### config.mk
export PLATFORM = sky130hd
export DESIGN_NAME = fwd_hazard_unit
export DESIGN_NICKNAME = d
export VERILOG_FILES = /design/src/rtl/fwd_hazard_unit.sv
export SDC_FILE = /design/constraint.sdc
export NUM_CORES = 1
export LEC_CHECK = 0
export ABC_AREA = 0
export CAP_MARGIN = 15
export CORE_ASPECT_RATIO = 0.7
export CORE_UTILIZATION = 39
export CTS_CLUSTER_DIAMETER = 40
export CTS_CLUSTER_SIZE = 10
export DETAILED_ROUTE_END_ITERATION = 8
export GPL_ROUTABILITY_DRIVEN = 0
export PLACE_DENSITY = 0.75
export REMOVE_ABC_BUFFERS = 1
export SLEW_MARGIN = 40
export SYNTH_ARGS = -nofsm -noshare
export SYNTH_HDL_FRONTEND = slang
export SYNTH_SLANG_ARGS = --single-unit
### constraint.sdc
create_clock -name clk -period 2.2 [get_ports clk]
set_clock_uncertainty 0.1 [all_clocks]
set_input_delay 0.44 -clock clk [delete_from_list [all_inputs] [get_ports clk]]
set_output_delay 0.44 -clock clk [all_outputs]
set_load 0.05 [all_outputs]
### src/rtl/fwd_hazard_unit.sv
// Operand bypass select, load-use and multiplier hazard detection,
// single-slot multiplier scoreboard and saturating stall counter.
module fwd_hazard_unit #(
   parameter int REG_AW  = 5,
   parameter int NUM_SRC = 2,
   parameter int MUL_LAT = 3,
   parameter int CNT_W   = 16
) (
   input  logic                      clk,
   input  logic                      reset,
   input  logic [NUM_SRC*REG_AW-1:0] src_DX,
   input  logic [NUM_SRC*REG_AW-1:0] src_FD,
   input  logic [NUM_SRC-1:0]        src_used_FD,
   input  logic [REG_AW-1:0]         rd_FD,
   input  logic                      regWrite_FD,
   input  logic                      mul_issue_FD,
   input  logic [REG_AW-1:0]         rd_DX,
   input  logic                      regWrite_DX,
   input  logic                      memRead_DX,
   input  logic                      mul_start_DX,
   input  logic [REG_AW-1:0]         rd_XM,
   input  logic                      regWrite_XM,
   input  logic [REG_AW-1:0]         rd_MW,
   input  logic                      regWrite_MW,
   output logic [2*NUM_SRC-1:0]      fwd_sel,
   output logic                      stall_FD,
   output logic                      bubble_DX,
   output logic                      mul_done,
   output logic [REG_AW-1:0]         mul_rd,
   output logic                      mul_err,
   output logic [CNT_W-1:0]          stall_count
);

   localparam int CW = (MUL_LAT > 2) ? $clog2(MUL_LAT) : 1;
   localparam logic [CW-1:0] CNT_LOAD = CW'(MUL_LAT - 1);

   logic          busy;
   logic [CW-1:0] cnt;
   logic          load_use;
   logic          mul_haz;
   logic          mul_stall;

   assign mul_done = !reset && busy && (cnt == '0);

   always_comb begin
      fwd_sel = '0;
      for (int i = 0; i < NUM_SRC; i++) begin
         logic [REG_AW-1:0] s;
         s = src_DX[i*REG_AW +: REG_AW];
         if (s == '0)
            fwd_sel[2*i +: 2] = 2'b00;
         else if (mul_done && mul_rd == s)
            fwd_sel[2*i +: 2] = 2'b11;
         else if (regWrite_XM && rd_XM == s)
            fwd_sel[2*i +: 2] = 2'b10;
         else if (regWrite_MW && rd_MW == s)
            fwd_sel[2*i +: 2] = 2'b01;
      end
   end

   always_comb begin
      load_use = 1'b0;
      mul_haz  = mul_issue_FD;
      if (regWrite_FD && rd_FD == mul_rd && rd_FD != '0)
         mul_haz = 1'b1;
      for (int i = 0; i < NUM_SRC; i++) begin
         logic [REG_AW-1:0] s;
         s = src_FD[i*REG_AW +: REG_AW];
         if (src_used_FD[i] && s == rd_DX)
            load_use = 1'b1;
         if (src_used_FD[i] && s == mul_rd && s != '0)
            mul_haz = 1'b1;
      end
      load_use = load_use && memRead_DX && regWrite_DX && (rd_DX != '0);
   end

   // the dependent op is released at cnt==1 so it reaches DX exactly at mul_done
   assign mul_stall = !reset && busy && (cnt > CW'(1)) && mul_haz;
   assign stall_FD  = load_use || mul_stall;
   assign bubble_DX = stall_FD;

   always_ff @(posedge clk) begin
      if (reset) begin
         busy        <= 1'b0;
         cnt         <= '0;
         mul_rd      <= '0;
         mul_err     <= 1'b0;
         stall_count <= '0;
      end else begin
         if (stall_FD && stall_count != '1)
            stall_count <= stall_count + CNT_W'(1);
         if (!busy) begin
            if (mul_start_DX) begin
               busy   <= 1'b1;
               cnt    <= CNT_LOAD;
               mul_rd <= rd_DX;
            end
         end else if (cnt != '0) begin
            cnt <= cnt - CW'(1);
            if (mul_start_DX)
               mul_err <= 1'b1;
         end else if (mul_start_DX) begin
            cnt    <= CNT_LOAD;
            mul_rd <= rd_DX;
         end else begin
            busy <= 1'b0;
         end
      end
   end

endmodule

Yosys cells after proc, flatten, opt, wreduce, memory -nomap -nowiden:

Index checks and enable logic that the tools add are counted.

* register bits: 25
* bits of input ports: 51
* output and inout port bits: 29
* logic and storage cells: 76

* $add $sub $neg: 2
* $lt $le $gt $ge: 1
* equality and inequality tests: 13
* muxes and demuxes: 22
* reduce and logical (&&, ||, !) cells: 33

Operators by type and width (number)
* equality test 5 bit: 11
* logical AND 1 bit: 22
* nonzero test 5 bit: 4
* two-way mux 2 bit: 9
* adder 16 x 1 -> 16 bit, second input constant: 1
* != test 16 bit, second input constant: 1
* two-way mux 5 bit: 3
* zero test 5 bit: 2
* two-way mux 1 bit: 10
* AND reduction 3 bit: 1
* greater-than comparator 2 x 1 -> 1 bit, second input constant: 1
* zero test 2 bit: 1
* != test 2 bit, second input constant: 1
* nonzero test 2 bit: 1
* subtractor 2 x 1 -> 2 bit, second input constant: 1
* zero test 1 bit: 1
* logical OR 1 bit: 1

Longest topological paths before layout:

Gate-level depths: netlist of the first run.

* depth after elaboration: 9
* gate-level depth with buffers: 8
* gate-level depth less buffers: 7

Worst setup path after synthesis of the first run:

No wires, ideal clock.

* kind: input port to output port
* from: input port reset
* to: output port fwd_sel[2]
* arrival: 3962 ps
* data required time: 1660 ps
* setup slack: -2302 ps
* stages: 5
* path buffers: 1
* path through: clkbuf_1 > nor4b_1 > nand3_1 > or4_1 > a21oi_1

* cells in the longest elaborated chain, start to end: 6

Ends and longest elaborated chain
* from (decl): line 10 `input logic reset,`
* zero test 1 bit: line 43 `assign mul_done = !reset && busy && (cnt == '0);`
* logical AND 1 bit (2 in series): line 43
* via mul_done: line 28 `output logic mul_done,`
* logical AND 1 bit: line 52 `else if (mul_done && mul_rd == s)`
* two-way mux 2 bit: line 52
* two-way mux 2 bit: line 50 `if (s == '0)`
* to (decl): line 25 `output logic [2*NUM_SRC-1:0] fwd_sel,`

The timed path passes the listed nets, and every way through them passes these cells.

Worst setup path after layout of the first run:

* from: register mul_rd[4]
* to: output port fwd_sel[1]

* cells in the longest elaborated chain, start to end: 4

Ends and longest elaborated chain
* from (decl): line 29 `output logic [REG_AW-1:0] mul_rd,`
* from (signal assigned): line 96 `mul_rd <= rd_DX;`
* from (signal assigned): line 104 `mul_rd <= rd_DX;`
* equality test 5 bit: line 52
* logical AND 1 bit: line 52
* two-way mux 2 bit: line 52
* two-way mux 2 bit: line 50

Every way passes these cells.

==> results_dict.tcl, run 1 <==
set metrics [dict create \
    outcome "finished, violations left" \
    failed_checks "negative setup slack" \
    num_vias 2258 \
    synth_cell_type_count 41 \
    cts_root_buffer "sky130_fd_sc_hd__clkbuf_8" \
    synthTopCellsByCount "sky130_fd_sc_hd__xor2_1, sky130_fd_sc_hd__xnor2_1, sky130_fd_sc_hd__dfxtp_1" \
    grtUsageMet1_pct 34.05 \
    sequentialPowerShare_pct 40.2 \
    worstPathArrival_ns 1.91 \
    floorplan.initialDensity_pct 42.28 \
    use_met2_pct 45.03 \
    cp-start-kind "flip-flop" \
    clock_tree.htree_level_count 1 \
    grt_overflow 0 \
    synthFlopType "sky130_fd_sc_hd__dfxtp_1" \
    remaining_drc_errors 0 \
    grt_first_pass_wirelength_microns 10360 \
    avgSynthCellArea_sq_um 8.280 \
    layout.filler_cells 283 \
    endpoint_kind "output port" \
    route.antenna.remaining_nets 0 \
    drt_iter0_drc 110 \
    comb_power_share_pct 36.2 \
    synth-edff-count 0 \
    crit_path_top_delay_cell "sky130_fd_sc_hd__or4_4" \
    wl_per_cell_microns 16.54 \
    area_growth_syn_to_layout_pct 87.58 \
    post-synth-top-count-cell "sky130_fd_sc_hd__xor2_1" \
    viasPerCell 5.428 \
    area_of_the_mapped_netlist_sq_um 1904 \
    pin_count_of_the_biggest_net_entering_global_routing 27 \
    clkTransAtPathRegs_ns 0.09 \
    synth_area_leaders "sky130_fd_sc_hd__dfxtp_1, sky130_fd_sc_hd__xor2_1, sky130_fd_sc_hd__xnor2_1" \
    gr-usage-met3_pct 4.082 \
    postCtsHoldBufs 0 \
    fp_rows 20 \
    total_of_max_cap_violations 0 \
    critical-path-max-stage-delay_ns 0.59 \
    grt_setup_unrepaired "true" \
    hold_path_class "in -> reg" \
    tns_ns -2.647 \
    power.ir.vdd_worst_mv 0.1769 \
    number_of_antenna_violations_at_the_first_check_in_global_routing 1 \
    grt_pass1_vias 2142 \
    wirelength_microns 6879 \
    worst_slack_ns -0.2528 \
    yosys_warnings 0 \
    netlist.area_leader.share_pct 26.28 \
    p_leak_nw 1.421 \
    tot_gr_track_use_pct 25.80 \
    fin_cells 416 \
    cts_tree "done" \
    timing.fmax_mhz 407.7 \
    die_width_microns 85.52 \
    fin_hold_ws_ns 0.3948 \
    cts_inserted_buffers 3 \
    power_density_nw_per_um2 330.6 \
    critical_path_required_ns 1.66 \
    slew_headroom_pct 65.71 \
    max_fanout_on_critical_path 7 \
    ratio_of_cells_with_drive_above_1_in_the_final_layout_pct 38.61 \
    synthDominantAreaCellType "sky130_fd_sc_hd__dfxtp_1" \
    sequential_cell_area_fraction_in_the_yosys_report_pct 26.28 \
    die-height_microns 60.47 \
    final_min_period_over_clock_period_pct 111.5 \
    maxSlewViolCount 0 \
    finalHoldViolations 0 \
    worstSkewPairLatency_ns 0.28 \
    number_of_primary_i_o_pins 80 \
    worst_pin_slew_ns 0.5128 \
    power.share.clock_pct 23.6 \
    internal_power_uw 807.9 \
    grt.busiest_layer "met2" \
    power_switching_share_pct 31.58 \
    clock-sinks 25 \
    cts.path.max_buffers 2 \
    hpwlAfterDp_microns 4674 \
    input_output_buffers 79 \
    core-area_sq_um 4504 \
    design.die.area_sq_um 5171 \
    finalCoreUtilization_pct 79.31 \
    asr_flop_ratio_synth_pct 0 \
    final.min_clock_period_ns 2.453 \
    nets 413 \
    path_cells "buf_4, xor2_1, or4_4, a21oi_4, buf_12" \
    ys_seq_elements 25 \
    power.switching_uw 372.9 \
    placed_cells 398 \
    timing.setup.critical_path_class "reg -> out" \
    report.final.setup_viol 19 \
    post_synth_inst_count 230 \
    firstDrtPassIters 4 \
]
## kinds of logic after synthesis
kind of cell	Yosys count	share of synthesized area, %
adders and majority gates	1	0.6569
buffers and inverters	13	4.336
muxes	5	2.628
AOI/OAI and AO/OA	40	13.93
and+or+nand+nor	86	24.57
DFF	25	26.28
xor gates and xnor gates	60	27.60
## power by group through the flow
stage	sequential (mW)	combinational [mW]	clock [mW]
after floorplan	0.517	0.129	0
after global routing	0.475	0.453	0.305
after detailed placement	0.484	0.389	0
after CTS	0.474	0.410	0.284
after global placement	0.483	0.381	0
final	0.474	0.428	0.279
## state kept, by name (all words and copies together), names as in the netlist
register	cells
cnt	2
busy	1
stall_count	16
mul_err	1
mul_rd	5
## layout by cell type (no fill, tap or decap), types with 4 or more instances in the layout
cell type                         instances
sky130_fd_sc_hd__nand4_1                  6
sky130_fd_sc_hd__a21oi_1                 11
sky130_fd_sc_hd__buf_12                   5
sky130_fd_sc_hd__clkdlybuf4s15_2          7
sky130_fd_sc_hd__nand3_1                  6
sky130_fd_sc_hd__nand3b_1                 4
sky130_fd_sc_hd__xnor2_1                 20
sky130_fd_sc_hd__nor3_1                   4
sky130_fd_sc_hd__dfxtp_1                 21
sky130_fd_sc_hd__o21ai_2                  5
sky130_fd_sc_hd__dlygate4sd2_1           19
sky130_fd_sc_hd__xnor2_2                  8
sky130_fd_sc_hd__buf_4                   46
sky130_fd_sc_hd__a21oi_4                  5
sky130_fd_sc_hd__mux2i_1                  5
sky130_fd_sc_hd__buf_6                   17
sky130_fd_sc_hd__clkdlybuf4s50_1         28
sky130_fd_sc_hd__buf_2                    6
sky130_fd_sc_hd__xor2_1                  31
sky130_fd_sc_hd__or4_4                    4
sky130_fd_sc_hd__nand2_1                 14
sky130_fd_sc_hd__nor2_1                  17
## critical path, delay by kind of cell (launching register included)
family	cells	cell delay, ns
buffers and inverters	2	0.32
AOI/OAI and AO/OA	1	0.18
and+or+nand+nor	1	0.59
DFF	1	0.40
xor gates and xnor gates	1	0.15
## repair_timing
item	CTS	global route
pin swaps	52	29
setup buffers	8	6
resized for setup	137	26
endpoints found under the setup margin	22	22
## final timing paths
path / start / endpoint / slack [ns] / depth (start not counted)
max: mul_rd[4] / fwd_sel[1] / -0.25 / 5
min: rd_DX[1] / mul_rd[1] / 0.39 / 3
max reg2reg: mul_rd[0] / stall_count[9] / -0.18 / 10
min reg2reg: mul_err / mul_err / 0.41 / 2
## area by class of cell
| type | instances | area, sq um | share of cell area, % |
|---|---|---|---|
| Clock inverter | 1 | 5.005 | 0.1401 |
| Sequential cell | 25 | 510.5 | 14.29 |
| Timing Repair Buffer | 137 | 1295 | 36.25 |
| Antenna cell | 1 | 2.502 | 0.07005 |
| Inverter | 2 | 7.507 | 0.2102 |
| Clock buffer | 3 | 41.29 | 1.156 |
| Multi-Input combinational cell | 192 | 1642 | 45.95 |
| Tap cell | 55 | 68.82 | 1.926 |
## metrics by stage
step / setup WS, ns / total power, mW / instance area (sq um)
floorplan: -2.105 / 0.6462 / 1829
global placement: -0.7760 / 0.8647 / 3059
global route: -0.2983 / 1.234 / 3572
finish: -0.2528 / 1.181 / 3572
CTS: -0.2535 / 1.167 / 3447
detailed placement: -0.8380 / 0.8727 / 3059
## layer usage
metal,up-vias,wire length [microns]
met3,12,264
met4,0,109
li1,1082,-
met2,68,3313
met5,-,0
met1,1096,3192
No activity file was read; power rests on OpenSTA's default activity.
==> run 2: changes to the inputs <==
--- a/config.mk
+++ b/config.mk
@@ -6,6 +6,7 @@
 export NUM_CORES = 1
 export LEC_CHECK = 0
 export ABC_AREA = 0
+export ABC_CLOCK_PERIOD_IN_PS = 2200
 export CAP_MARGIN = 15
 export CORE_ASPECT_RATIO = 0.7
 export CORE_UTILIZATION = 39
==> results of run 2 <==
The final DEF is identical to that of run 1; final timing and power are the same.
==> run 3: changes to the inputs <==
--- a/config.mk
+++ b/config.mk
@@ -14,7 +14,7 @@
 export CTS_CLUSTER_SIZE = 10
 export DETAILED_ROUTE_END_ITERATION = 8
 export GPL_ROUTABILITY_DRIVEN = 0
-export PLACE_DENSITY = 0.75
+export PLACE_DENSITY = 0.77
 export REMOVE_ABC_BUFFERS = 1
 export SLEW_MARGIN = 40
 export SYNTH_ARGS = -nofsm -noshare
==> constraint.sdc (replaced) <==
create_clock -name clk -period 2.2 [get_ports clk]
set_clock_uncertainty 0.1 [all_clocks]
set_input_delay 0.44 -clock clk [delete_from_list [all_inputs] [get_ports clk]]
set_output_delay 0.44 -clock clk [all_outputs]
set_load 0.1 [all_outputs]
==> run 3 against run 2 <==
  * The run still ends with negative setup slack left
  * Flip-flop and latch count did not move
  * First-iteration DRC count rose by 15%
  * Non-clock buffer count rose by 4
  * Combinational power rose by 15%
  * Total power rose by 6.2%
  * Largest power group is now combinational cells
  * Critical endpoint is now fwd_sel[3]
  * Cell count rose by 0.72%
  * Die area did not move
  * Register-to-register slack got worse by 0.07 ns
  * Sequential share of layout area fell by 0.35 points
  * Highest routed layer unchanged
==> results_dict.tcl, run 3 (synthesized netlist as in run 1, its figures left out) <==
set metrics [dict create \
    number_of_primary_i_o_pins 80 \
    multi_input_logic_area_sq_um 1644 \
    viasPerCell 5.621 \
    total_of_max_cap_violations 0 \
    worstPathArrival_ns 2.01 \
    antenna_cells 0 \
    firstDrtPassIters 4 \
    finalCoreUtilization_pct 81.08 \
    number_of_antenna_violations_at_the_first_check_in_global_routing 0 \
    die-height_microns 60.47 \
    grt_first_pass_wirelength_microns 11170 \
    timing.setup.critical_path_class "in -> out" \
    worstHoldPathCells 2 \
    timing.fmax_mhz 392.8 \
    drt_iter0_drc 126 \
    grt_overflow 0 \
    max_fanout_on_critical_path 3 \
    rr_startpoint "mul_rd[0]" \
    holdCritStartpoint "stall_count[11]" \
    endpoint_kind "output port" \
    outcome "finished, violations left" \
    wirelength_microns 8163 \
    reg2reg_slack_ns -0.25 \
    layout.filler_cells 286 \
    mostFrequentLayoutCell "sky130_fd_sc_hd__buf_4" \
    fp_rows 20 \
    grt_pass1_vias 2245 \
    wl_per_cell_microns 19.48 \
    report.final.setup_viol 22 \
    area_growth_syn_to_layout_pct 91.79 \
    cts.path.max_buffers 2 \
    failed_checks "negative setup slack" \
    pin_count_of_the_biggest_net_entering_global_routing 27 \
    largest_reg_flops 16 \
    num_vias 2355 \
    clock_tree.htree_level_count 1 \
    clkTransAtPathRegs_ns 0.09 \
    regToRegEndpoint "stall_count[10]" \
    final_min_period_over_clock_period_pct 115.7 \
    cts_root_buffer "sky130_fd_sc_hd__clkbuf_8" \
    cts_tree "done" \
    tot_gr_track_use_pct 28.47 \
    nets 417 \
    final.min_clock_period_ns 2.546 \
    critical_path_required_ns 1.66 \
    hpwlAfterDp_microns 5003 \
    cp-start-kind "primary input" \
    floorplan.initialDensity_pct 42.28 \
    power_density_nw_per_um2 343.3 \
    die_width_microns 85.52 \
    placed_area_sq_um 3117 \
    worst_pin_slew_ns 0.4361 \
    grt_setup_unrepaired "true" \
    slew_headroom_pct 70.82 \
    hold_path_class "reg -> reg" \
    route.antenna.remaining_nets 0 \
    finalHoldViolations 0 \
    maxSlewViolCount 0 \
    final_design_area_no_fill_sq_um 3652 \
    core-area_sq_um 4504 \
    top_flop_regs "stall_count x16, mul_rd x5, cnt x2" \
    power.ir.vdd_worst_mv 0.2711 \
    worst_slack_ns -0.3459 \
    hold_end "stall_count[11]" \
    input_output_buffers 79 \
    cts_inserted_buffers 3 \
    ratio_of_cells_with_drive_above_1_in_the_final_layout_pct 41.48 \
    remaining_drc_errors 0 \
    largest-register "stall_count" \
    ff2ff_path_depth 10 \
    clock-sinks 25 \
    p_leak_nw 1.501 \
    worstSkewPairLatency_ns 0.27 \
    pre_cts_slack_ns -0.8829 \
    commonest_cells_after_routing_fill_and_taps_aside "sky130_fd_sc_hd__buf_4, sky130_fd_sc_hd__xor2_1, sky130_fd_sc_hd__dlygate4sd2_1, sky130_fd_sc_hd__xnor2_1, sky130_fd_sc_hd__dfxtp_1" \
    design.die.area_sq_um 5171 \
    register_area_sq_um 509.2 \
]
-- run 3: layer usage --
metal  GRT usage (%)  up-vias  routed length (microns)
met5               0        -                        0
met3           4.626       17                      443
met2           49.60       91                     3943
met1           37.08     1163                     3602
met4           8.810        0                      174
li1                -     1084                        -
-- run 3: layout make-up --
cell class / count / share of cell area [%]
Sequential cell: 25 / 13.94
Inverter: 2 / 0.2056
Tap cell: 55 / 1.884
Multi-Input combinational cell: 192 / 45.02
Timing Repair Buffer: 141 / 37.72
Clock buffer: 4 / 1.233
-- run 3: worst max path at each step --
stage / from / endpoint / slack (ns) / cells past startpoint
6_report: src_DX[6] / fwd_sel[3] / -0.35 / 8
5_1_grt: src_DX[6] / fwd_sel[2] / -0.39 / 7
4_1_cts: cnt[1] / fwd_sel[2] / -0.29 / 6
3_5_place_dp: reset / fwd_sel[2] / -0.88 / 7
3_3_place_gp: reset / fwd_sel[2] / -0.81 / 7
2_1_floorplan: reset / fwd_sel[2] / -4.34 / 4
-- run 3: repair_timing --
item                                    in CTS  in global routing
endpoints found under the setup margin      22                 22
hold buffers                                 0                  0
gates resized for setup                     97                 35
pin swaps                                   51                 22
setup buffers                               10                  7
-- run 3: critical path, cell delays in order --
cell                            delay [ns]
sky130_fd_sc_hd__dlygate4sd2_1        0.27
sky130_fd_sc_hd__buf_6                0.13
sky130_fd_sc_hd__xor2_1               0.15
sky130_fd_sc_hd__nor4_1               0.31
sky130_fd_sc_hd__nand3_1              0.17
sky130_fd_sc_hd__buf_4                0.18
sky130_fd_sc_hd__a21oi_4              0.16
sky130_fd_sc_hd__buf_12               0.19
-- run 3: stage by stage --
step / hold WS, ns / total power [mW] / TNS [ns] / cells
2_1_floorplan: 0.3826 / 0.6863 / -30.44 / 219
3_3_place_gp: 0.3819 / 0.9299 / -12.15 / 398
3_5_place_dp: 0.3959 / 0.9381 / -13.26 / 398
4_1_cts: 0.4132 / 1.222 / -4.004 / 412
5_1_grt: 0.4525 / 1.295 / -6.499 / 419
6_report: 0.4386 / 1.254 / -4.417 / 419
-- run 3: where the power goes --
| group | internal, mW | switching (mW) | leakage, nW |
|---|---|---|---|
| clock | 0.130 | 0.153 | 0.0228 |
| sequential | 0.464 | 0.0155 | 0.205 |
| combinational | 0.233 | 0.259 | 1.27 |
